**config.mk**
```make
export PLATFORM = sky130hd
export DESIGN_NAME = inst_queue_param
export DESIGN_NICKNAME = d
export VERILOG_FILES = /design/src/rtl/inst_queue_param.sv
export SDC_FILE = /design/constraint.sdc
export NUM_CORES = 1
export LEC_CHECK = 0
export ABC_AREA = 1
export CORE_MARGIN = 2
export CORE_UTILIZATION = 57
export CTS_BUF_LIST = sky130_fd_sc_hd__clkbuf_16
export DETAILED_ROUTE_END_ITERATION = 8
export PLACE_DENSITY_LB_ADDON = 0.2
export SETUP_SLACK_MARGIN = 0.5
export SYNTH_ARGS = -nofsm -noshare
export SYNTH_HDL_FRONTEND = slang
export SYNTH_SLANG_ARGS = --single-unit
```
**constraint.sdc**
```tcl
create_clock -name clk_in -period 9.2 [get_ports clk_in]
set_input_delay 0.92 -clock clk_in [delete_from_list [all_inputs] [get_ports clk_in]]
set_output_delay 0.92 -clock clk_in [all_outputs]
set_load 0.005 [all_outputs]
```
**src/rtl/inst_queue_param.sv**
```systemverilog
// ---------------------------------------------------------------------------
// inst_queue_param
//
// Instruction queue sitting between the fetch (IF) and decode (ID) stages.
// It buffers {instruction, PC, predicted-taken} triples in a circular buffer
// of DEPTH entries. The head entry is presented first-word-fall-through, so
// decode sees it without waiting for a read cycle.
//
// Parameters:
//   DATA_W      instruction width in bits
//   PC_W        PC width in bits
//   DEPTH       number of entries; must be a power of two and >= 2
//   AFULL_SLACK almost_full_out asserts when free entries <= AFULL_SLACK
//               (0 .. DEPTH-1)
//
// Ports:
//   clk_in          rising-edge clock
//   rst_n_in        asynchronous active-low reset
//   rdy_in          global ready; 0 freezes transfers and the overflow flag
//   clear_in        synchronous flush on branch mispredict; wins over
//                   any push or pop in the same cycle
//   push_valid_in   fetch offers an entry
//   push_inst_in    offered instruction
//   push_pc_in      offered PC
//   push_pred_in    offered predicted-taken bit
//   push_ready_out  queue takes the offered entry this cycle
//   almost_full_out early back-pressure warning for fetch (ungated by rdy_in)
//   pop_valid_out   head entry is available to decode
//   pop_inst_out    head instruction
//   pop_pc_out      head PC
//   pop_pred_out    head predicted-taken bit
//   pop_ready_in    decode consumes the head this cycle
//   count_out       current occupancy (0 .. DEPTH)
//   ovf_sticky_out  fetch pushed into a full queue at least once since reset
// ---------------------------------------------------------------------------
module inst_queue_param #(
  parameter int DATA_W      = 32,
  parameter int PC_W        = 32,
  parameter int DEPTH       = 16,
  parameter int AFULL_SLACK = 2
) (
  input  logic                       clk_in,
  input  logic                       rst_n_in,
  input  logic                       rdy_in,
  input  logic                       clear_in,
  input  logic                       push_valid_in,
  input  logic [DATA_W-1:0]          push_inst_in,
  input  logic [PC_W-1:0]            push_pc_in,
  input  logic                       push_pred_in,
  output logic                       push_ready_out,
  output logic                       almost_full_out,
  output logic                       pop_valid_out,
  output logic [DATA_W-1:0]          pop_inst_out,
  output logic [PC_W-1:0]            pop_pc_out,
  output logic                       pop_pred_out,
  input  logic                       pop_ready_in,
  output logic [$clog2(DEPTH):0]     count_out,
  output logic                       ovf_sticky_out
);

  localparam int PTR_W = $clog2(DEPTH);
  localparam int CNT_W = PTR_W + 1;

  // Count values used for the full / almost-full comparisons.
  localparam logic [CNT_W-1:0] FULL_CNT  = CNT_W'(DEPTH);
  localparam logic [CNT_W-1:0] SLACK_CNT = CNT_W'(AFULL_SLACK);

  typedef struct packed {
    logic              pred;
    logic [PC_W-1:0]   pc;
    logic [DATA_W-1:0] inst;
  } entry_t;

  // -------------------------------------------------------------------------
  // State
  // -------------------------------------------------------------------------
  entry_t             mem_q [DEPTH];
  logic [PTR_W-1:0]   head_q, head_d;
  logic [PTR_W-1:0]   tail_q, tail_d;
  logic [CNT_W-1:0]   count_q, count_d;
  logic               ovf_q, ovf_d;

  logic               not_full;
  logic               not_empty;
  logic               push_fire;
  logic               pop_fire;
  logic               ovf_event;
  logic [CNT_W-1:0]   free_cnt;
  entry_t             push_entry;
  entry_t             head_entry;

  // -------------------------------------------------------------------------
  // Handshakes
  // -------------------------------------------------------------------------
  assign not_full  = (count_q != FULL_CNT);
  assign not_empty = (count_q != '0);

  // Readiness is based on the registered count only: a pop in the same cycle
  // does not open a slot on a full queue, which keeps push_ready_out free of
  // any combinational path from pop_ready_in.
  assign push_ready_out = rdy_in & not_full  & ~clear_in;
  assign pop_valid_out  = rdy_in & not_empty & ~clear_in;

  assign push_fire = push_valid_in & push_ready_out;
  assign pop_fire  = pop_valid_out & pop_ready_in;

  // Fetch pushed while the queue could not take it; a flush or a frozen
  // pipeline is not counted as an overflow.
  assign ovf_event = rdy_in & push_valid_in & ~push_ready_out & ~clear_in;

  // -------------------------------------------------------------------------
  // Status outputs
  // -------------------------------------------------------------------------
  assign free_cnt        = FULL_CNT - count_q;
  assign almost_full_out = (free_cnt <= SLACK_CNT);
  assign count_out       = count_q;
  assign ovf_sticky_out  = ovf_q;

  // -------------------------------------------------------------------------
  // Head data: asynchronous read of the storage (first-word-fall-through).
  // A freshly pushed entry is only visible after it lands in storage, so
  // there is no same-cycle bypass into an empty queue.
  // -------------------------------------------------------------------------
  assign head_entry   = mem_q[head_q];
  assign pop_inst_out = head_entry.inst;
  assign pop_pc_out   = head_entry.pc;
  assign pop_pred_out = head_entry.pred;

  assign push_entry = '{pred: push_pred_in, pc: push_pc_in, inst: push_inst_in};

  // -------------------------------------------------------------------------
  // Next-state logic
  // -------------------------------------------------------------------------
  // NOTE: combinational blocks use blocking assignments and give every output
  // a default first, so no path leaves a signal unassigned (no latch).
  always_comb begin
    head_d  = head_q;
    tail_d  = tail_q;
    count_d = count_q;
    ovf_d   = ovf_q | ovf_event;

    if (clear_in) begin
      // Flush wins over any transfer; the handshakes are already gated off,
      // so the overflow flag simply keeps its value.
      head_d  = '0;
      tail_d  = '0;
      count_d = '0;
    end else begin
      // Pointers are exactly PTR_W bits, so DEPTH-1 rolls over to 0 on its own.
      if (push_fire) tail_d = tail_q + PTR_W'(1);
      if (pop_fire)  head_d = head_q + PTR_W'(1);

      unique case ({push_fire, pop_fire})
        2'b10:   count_d = count_q + CNT_W'(1);
        2'b01:   count_d = count_q - CNT_W'(1);
        default: count_d = count_q;
      endcase
    end
  end

  // -------------------------------------------------------------------------
  // Control registers
  // -------------------------------------------------------------------------
  // NOTE: sequential blocks use non-blocking assignments so every register
  // samples the pre-edge values, independent of statement order.
  always_ff @(posedge clk_in or negedge rst_n_in) begin
    if (!rst_n_in) begin
      head_q  <= '0;
      tail_q  <= '0;
      count_q <= '0;
      ovf_q   <= 1'b0;
    end else begin
      head_q  <= head_d;
      tail_q  <= tail_d;
      count_q <= count_d;
      ovf_q   <= ovf_d;
    end
  end

  // -------------------------------------------------------------------------
  // Storage
  // -------------------------------------------------------------------------
  // NOTE: the entry array has no reset; its contents are only observed
  // through pop_valid_out, which is driven by the reset count. Leaving it
  // unreset lets it map onto plain flops or a register file.
  always_ff @(posedge clk_in) begin
    if (push_fire) begin
      mem_q[tail_q] <= push_entry;
    end
  end

endmodule

```
* Yosys cells after proc, flatten, opt, wreduce, memory -nomap -nowiden *
Memory sizes are Yosys's and may differ from the RTL's.
Index checks and enable logic that the tools add are counted.

word-level totals
  flip-flop bits (word level) = 14
  memory bits (writable) = 1040
  input bits = 71
  output and inout port bits = 74
  logic and storage cells = 38
  memories = 1

memories
  memory  words  width  read ports  clocked after Yosys merged registers in  write ports  line  source
  mem_q   16     65     1           0                                        1            77    entry_t mem_q [DEPTH];

operators by class
  $add $sub $neg = 5
  $lt $le $gt $ge = 1
  eq/ne operators = 3
  mux-type cells = 8
  bitwise operators = 12
  reductions and logical operators = 4

operator list
  operator                                                                          count
  4-bit 2-to-1 mux                                                                  4
  5-bit case mux with 2 select lines                                                1
  1-bit AND                                                                         9
  4-bit by 1-bit adder with 4-bit output, second input constant                     2
  5-bit by 1-bit adder with 5-bit output, second input constant                     1
  5-bit by 2-bit less-or-equal comparator with 1-bit output, second input constant  1
  5-bit 2-to-1 mux                                                                  1
  5-bit != test, second input constant                                              1
  5-bit nonzero test                                                                1
  5-bit by 1-bit subtractor with 5-bit output, second input constant                1
  5-bit subtractor, first input constant                                            1
  2-bit nonzero test                                                                2
  3-bit nonzero test                                                                1
  2-bit by 1-bit equality test with 1-bit output, second input constant             1
  2-bit equality test, second input constant                                        1
  1-bit 2-to-1 mux                                                                  2
  1-bit NOT                                                                         2
  1-bit OR                                                                          1

* Logic depth before layout (Yosys ltp) *
  word-level depth = 7
  mapped depth = 20

* Worst setup path after synthesis *
Ideal clock, no wire load.

  kind = reg2reg
  from = reg count_q[0] (netlist: count_out[0])
  to = mem mem_q[11][0] (netlist bit) (enable)
  library setup time = 489 ps
  data arrival time = 4306 ps
  data required time = 8711 ps
  path slack = 4405 ps
  cell stages (with the launch flop) = 11
  path buffers = 0
  clock period less this slack = 4795 ps
  cell sequence = dfrtp_1 -> inv_1 -> ha_1 -> nand2_1 -> nor2_1 -> ha_1 -> inv_1 -> nand3_1 -> inv_1 -> nand2_1 -> nor2_1

between the ends
  longest elaborated chain between the ends = 6

RTL lines
  element                                 line  source
  start, declared                         80    logic [CNT_W-1:0] count_q, count_d;
  start signal, assigned                  175   count_q <= count_d;
  5-bit != test                           95    assign not_full = (count_q != FULL_CNT);
  1-bit AND (2 in series)                 101   assign push_ready_out = rdy_in & not_full & ~clear_in;
  1-bit AND                               104   assign push_fire = push_valid_in & push_ready_out;
  1-bit 2-to-1 mux                        187   if (push_fire) begin
  1-bit 2-to-1 mux (implied by the code)  188   mem_q[tail_q] <= push_entry;
  end, declared                           77

Every way passes these cells.

* Worst setup path after layout *
  from = reg head_q[0]
  to = out pop_pc_out[14]

between the ends
  longest elaborated chain between the ends = 1

RTL lines
  element                  line  source
  start, declared          78    logic [PTR_W-1:0] head_q, head_d;
  start signal, assigned   168   head_q <= '0;
  start signal, assigned   173   head_q <= head_d;
  memory read 16 x 65 bit  n/a
  end, declared            54    output logic [PC_W-1:0] pop_pc_out,

Every way passes these cells.

==> metrics.txt <==
layout cells sized above 1 between 10% and 20%; routed via count ~26000; Reg-to-Reg Start count_out[0]; Mean Syn Cell Area between 10 and 15 sq um; Cells after Synth between 2000 and 3000; Final Slew Violations 0; io pins between 100 and 150; fin util 65.4%; Setup Viol. Count Final 0; Clock Latency Late Sink about 670 ps; post-synthesis sequential area ratio 76.4%; switch share about 28%; post-cts hold buffer count 0; Buf+Inv Stages, Crit Path 4; Clock Root Buffer clkbuf_16; crit path time final about 6600 ps; worst path required time between 8000 and 9000 ps; Post-synth EDFFs around 1000; TritonCTS clock tree yes; post-synth cell types 37; Detail Placement HPWL 50000 um; Overall Global Routing Usage 27.7%; fillers 4894; GP Congestion 0.747; met2 track utilization from global routing 44.9%; Initial Utilization 57.7%; YS warnings 0; pwr dens roughly 250 nW/um^2; Synth Cell Area 41300 sq um; CP Capture Point pop_pc_out[14]; Overall Power between 10 and 15 mW; cell family with most CP delay buffers and inverters; critical-path cell with the highest stage delay dfrtp_4; top cells by area, synth edfxtp_1 76%, nand2_1 4.1%, o21ai_0 3.5%; Residual DRC 0; worst path cell trace buf_4 > buf_4 > buf_4 > o21ai_0 > o221ai_1 > nand4_1 > nand2_1 > clkdlybuf4s50_1; Peak VDD IR 0.000281 V; R2R Path End mem_q[12][37]; synth cell count leaders 1040 x edfxtp_1, 447 x nand2_1, 288 x o21ai_0; Crit. path cell count 8; GR Util met1 between 30% and 40%; DR WL/cell 25.4 um; setup total negative slack 0 ps; dominant cell type by area after synthesis edfxtp_1; flop2flop setup slack roughly 5000 ps; leakage approximately 16 nW; met3 usage under 10%; CP Capture Type output port; Critical Setup Path Class flip-flop to output port; Die Width approximately 270 um; P&R area growth vs syn 13.4%; Worst EP arrival around 5600 ps; P_sw 3.33 mW; DR iter-0 viols approximately 3400; outcome finished clean; actual slew at the worst max-slew pin about 1200 ps; Clock Skew about 22 ps; largest net degree at the start of global routing 245; core area just over 70000 sq um; vias in the first global route approximately 25000; CP startpoint head_q[0]; FF-to-FF path depth 11; clk buf depth 3; grt total ovfl 0; Clk network pwr share 35.4%; sequential power share 45.7%; gr busiest metal met2; antenna viol nets, final 0; Synth Register Bits ~1100; full die area 74600 sq um; Nets just over 3000; Final period util 71.3%; ys async rst share 1.33%; RSZ-0062 raised after global routing false; Hold Fails Final Rpt 0; Logic pwr share about a fifth; die height 273 um; WHS 479 ps; final WL slightly above 100000 um; first-pass GRT wire length around 150000 um; post-CTS setup buffers 0; drt first pass iters 8; port bufs around 140; FMAX 0.152 GHz; Hold Crit Class flip-flop to flip-flop; Crit path top cell by count buf_4; vias per cell ~6.3; depth of the CTS H-tree 3; Slew headroom 18.7%; initial antenna violation count 9; cell row count 98; Synth Flop Type edfxtp_1; clock sink count roughly 1100; cts repair resizes 0; # Max-Cap Violations 0; Cell Int Power 8.48 mW; TritonCTS Buffers between 100 and 150; Worst path max stage delay around 1000 ps; most numerous cell in the Yosys netlist edfxtp_1; Syn Nets 3019; crit-path max FO approximately 100; clk slew on worst S/H paths roughly 60 ps; Synth top area share approximately 76%; CP startpoint kind flip-flop
## layout by cell type, fill, tap and decap left out, types with 2 or more instances in the layout
cell type,Yosys,layout
edfxtp_1,1040,1040
nand2_1,447,446
o21ai_0,288,288
nor2_1,284,268
clkdlybuf4s50_1,0,144
a21oi_1,132,132
nand3_1,118,118
clkbuf_16,0,104
o22ai_1,84,84
o21ai_1,74,74
a221oi_2,60,60
inv_1,23,44
buf_4,17,42
nand4_1,41,41
o221ai_1,40,40
a21oi_2,30,30
clkinv_2,0,24
a221oi_1,20,20
clkinv_1,2,19
nor2_4,1,17
bufinv_16,0,13
ha_1,11,11
dfrtp_1,14,10
o221a_2,9,9
inv_2,6,6
inv_6,0,4
clkinvlp_4,0,4
dfrtp_4,0,4
diode_2,0,3
xnor2_1,3,3
nor3_1,2,2
xor2_1,2,2
nand2_4,0,2
## registers in the layout, indices dropped and copies added, names as in the netlist
| name | flops |
|---|---|
| ovf_sticky_out | 1 |
| mem_q | 1040 |
| count_out | 5 |
| head_q | 4 |
| tail_q | 4 |
## metal layers
layer  wire length (um)  vias up
met5                 84        -
met4               2120       14
met3              10100      171
met2              49600     1409
met1              41600    12975
li1                   -    11264
## power by group through the flow
stage / registers [mW] / logic (mW) / clock network (mW)
6_report: 5.40 / 2.22 / 4.18
5_1_grt: 5.40 / 2.44 / 4.41
4_1_cts: 5.40 / 2.21 / 4.22
3_5_place_dp: 5.50 / 2.20 / 0
3_3_place_gp: 5.50 / 2.13 / 0
2_1_floorplan: 5.43 / 1.49 / 0
## logic make-up (layout without fill, tap and decap cells)
family / count (synthesis) / in the layout / synth area share (%)
AOI/OAI and AO/OA: 741 / 741 / 11.7
xor gates and xnor gates: 5 / 5 / 0.106
DFF: 1054 / 1054 / 76.4
and+or+nand+nor: 897 / 897 / 8.81
buffers and inverters: 229 / 409 / 2.65
other: 0 / 3 / 0
adders and majority gates: 11 / 11 / 0.333
## through the flow
step | instance area, sq um | cells | setup slack (ps)
6_report | 46800 | 4070 | 2640
5_1_grt | 46800 | 4069 | 2360
2_1_floorplan | 41300 | 2937 | 4410
4_1_cts | 46800 | 4067 | 2670
3_5_place_dp | 43500 | 3876 | 3410
3_3_place_gp | 43500 | 3876 | 3540
## how the worst min path moves through the flow
stage	startpoint	cells after the start	to
2_1_floorplan	ovf_sticky_out	1	ovf_sticky_out
3_3_place_gp	ovf_sticky_out	1	ovf_sticky_out
3_5_place_dp	ovf_sticky_out	1	ovf_sticky_out
4_1_cts	ovf_sticky_out	1	ovf_sticky_out
5_1_grt	ovf_sticky_out	1	ovf_sticky_out
6_report	ovf_sticky_out	1	ovf_sticky_out
## layout make-up
type / instances / area, sq um / share of cell area (%)
Sequential cell: 1054 / 31600 / 67.4
Multi-Input combinational cell: 1654 / 8770 / 18.7
Clock buffer: 104 / 2600 / 5.56
Timing Repair Buffer: 187 / 1780 / 3.79
Tap cell: 950 / 1190 / 2.54
Clock inverter: 87 / 776 / 1.66
Inverter: 31 / 126 / 0.270
Antenna cell: 3 / 7.51 / 0.0160
## worst register-to-register path, delay by kind of cell, from the launching register on
| kind | cells | cell delay (ps) |
|---|---|---|
| simple gates | 5 | 1580 |
| buf+inv | 4 | 1290 |
| fa+ha+maj | 2 | 470 |
| flops | 1 | 430 |
(Power assumes the default switching activity.)
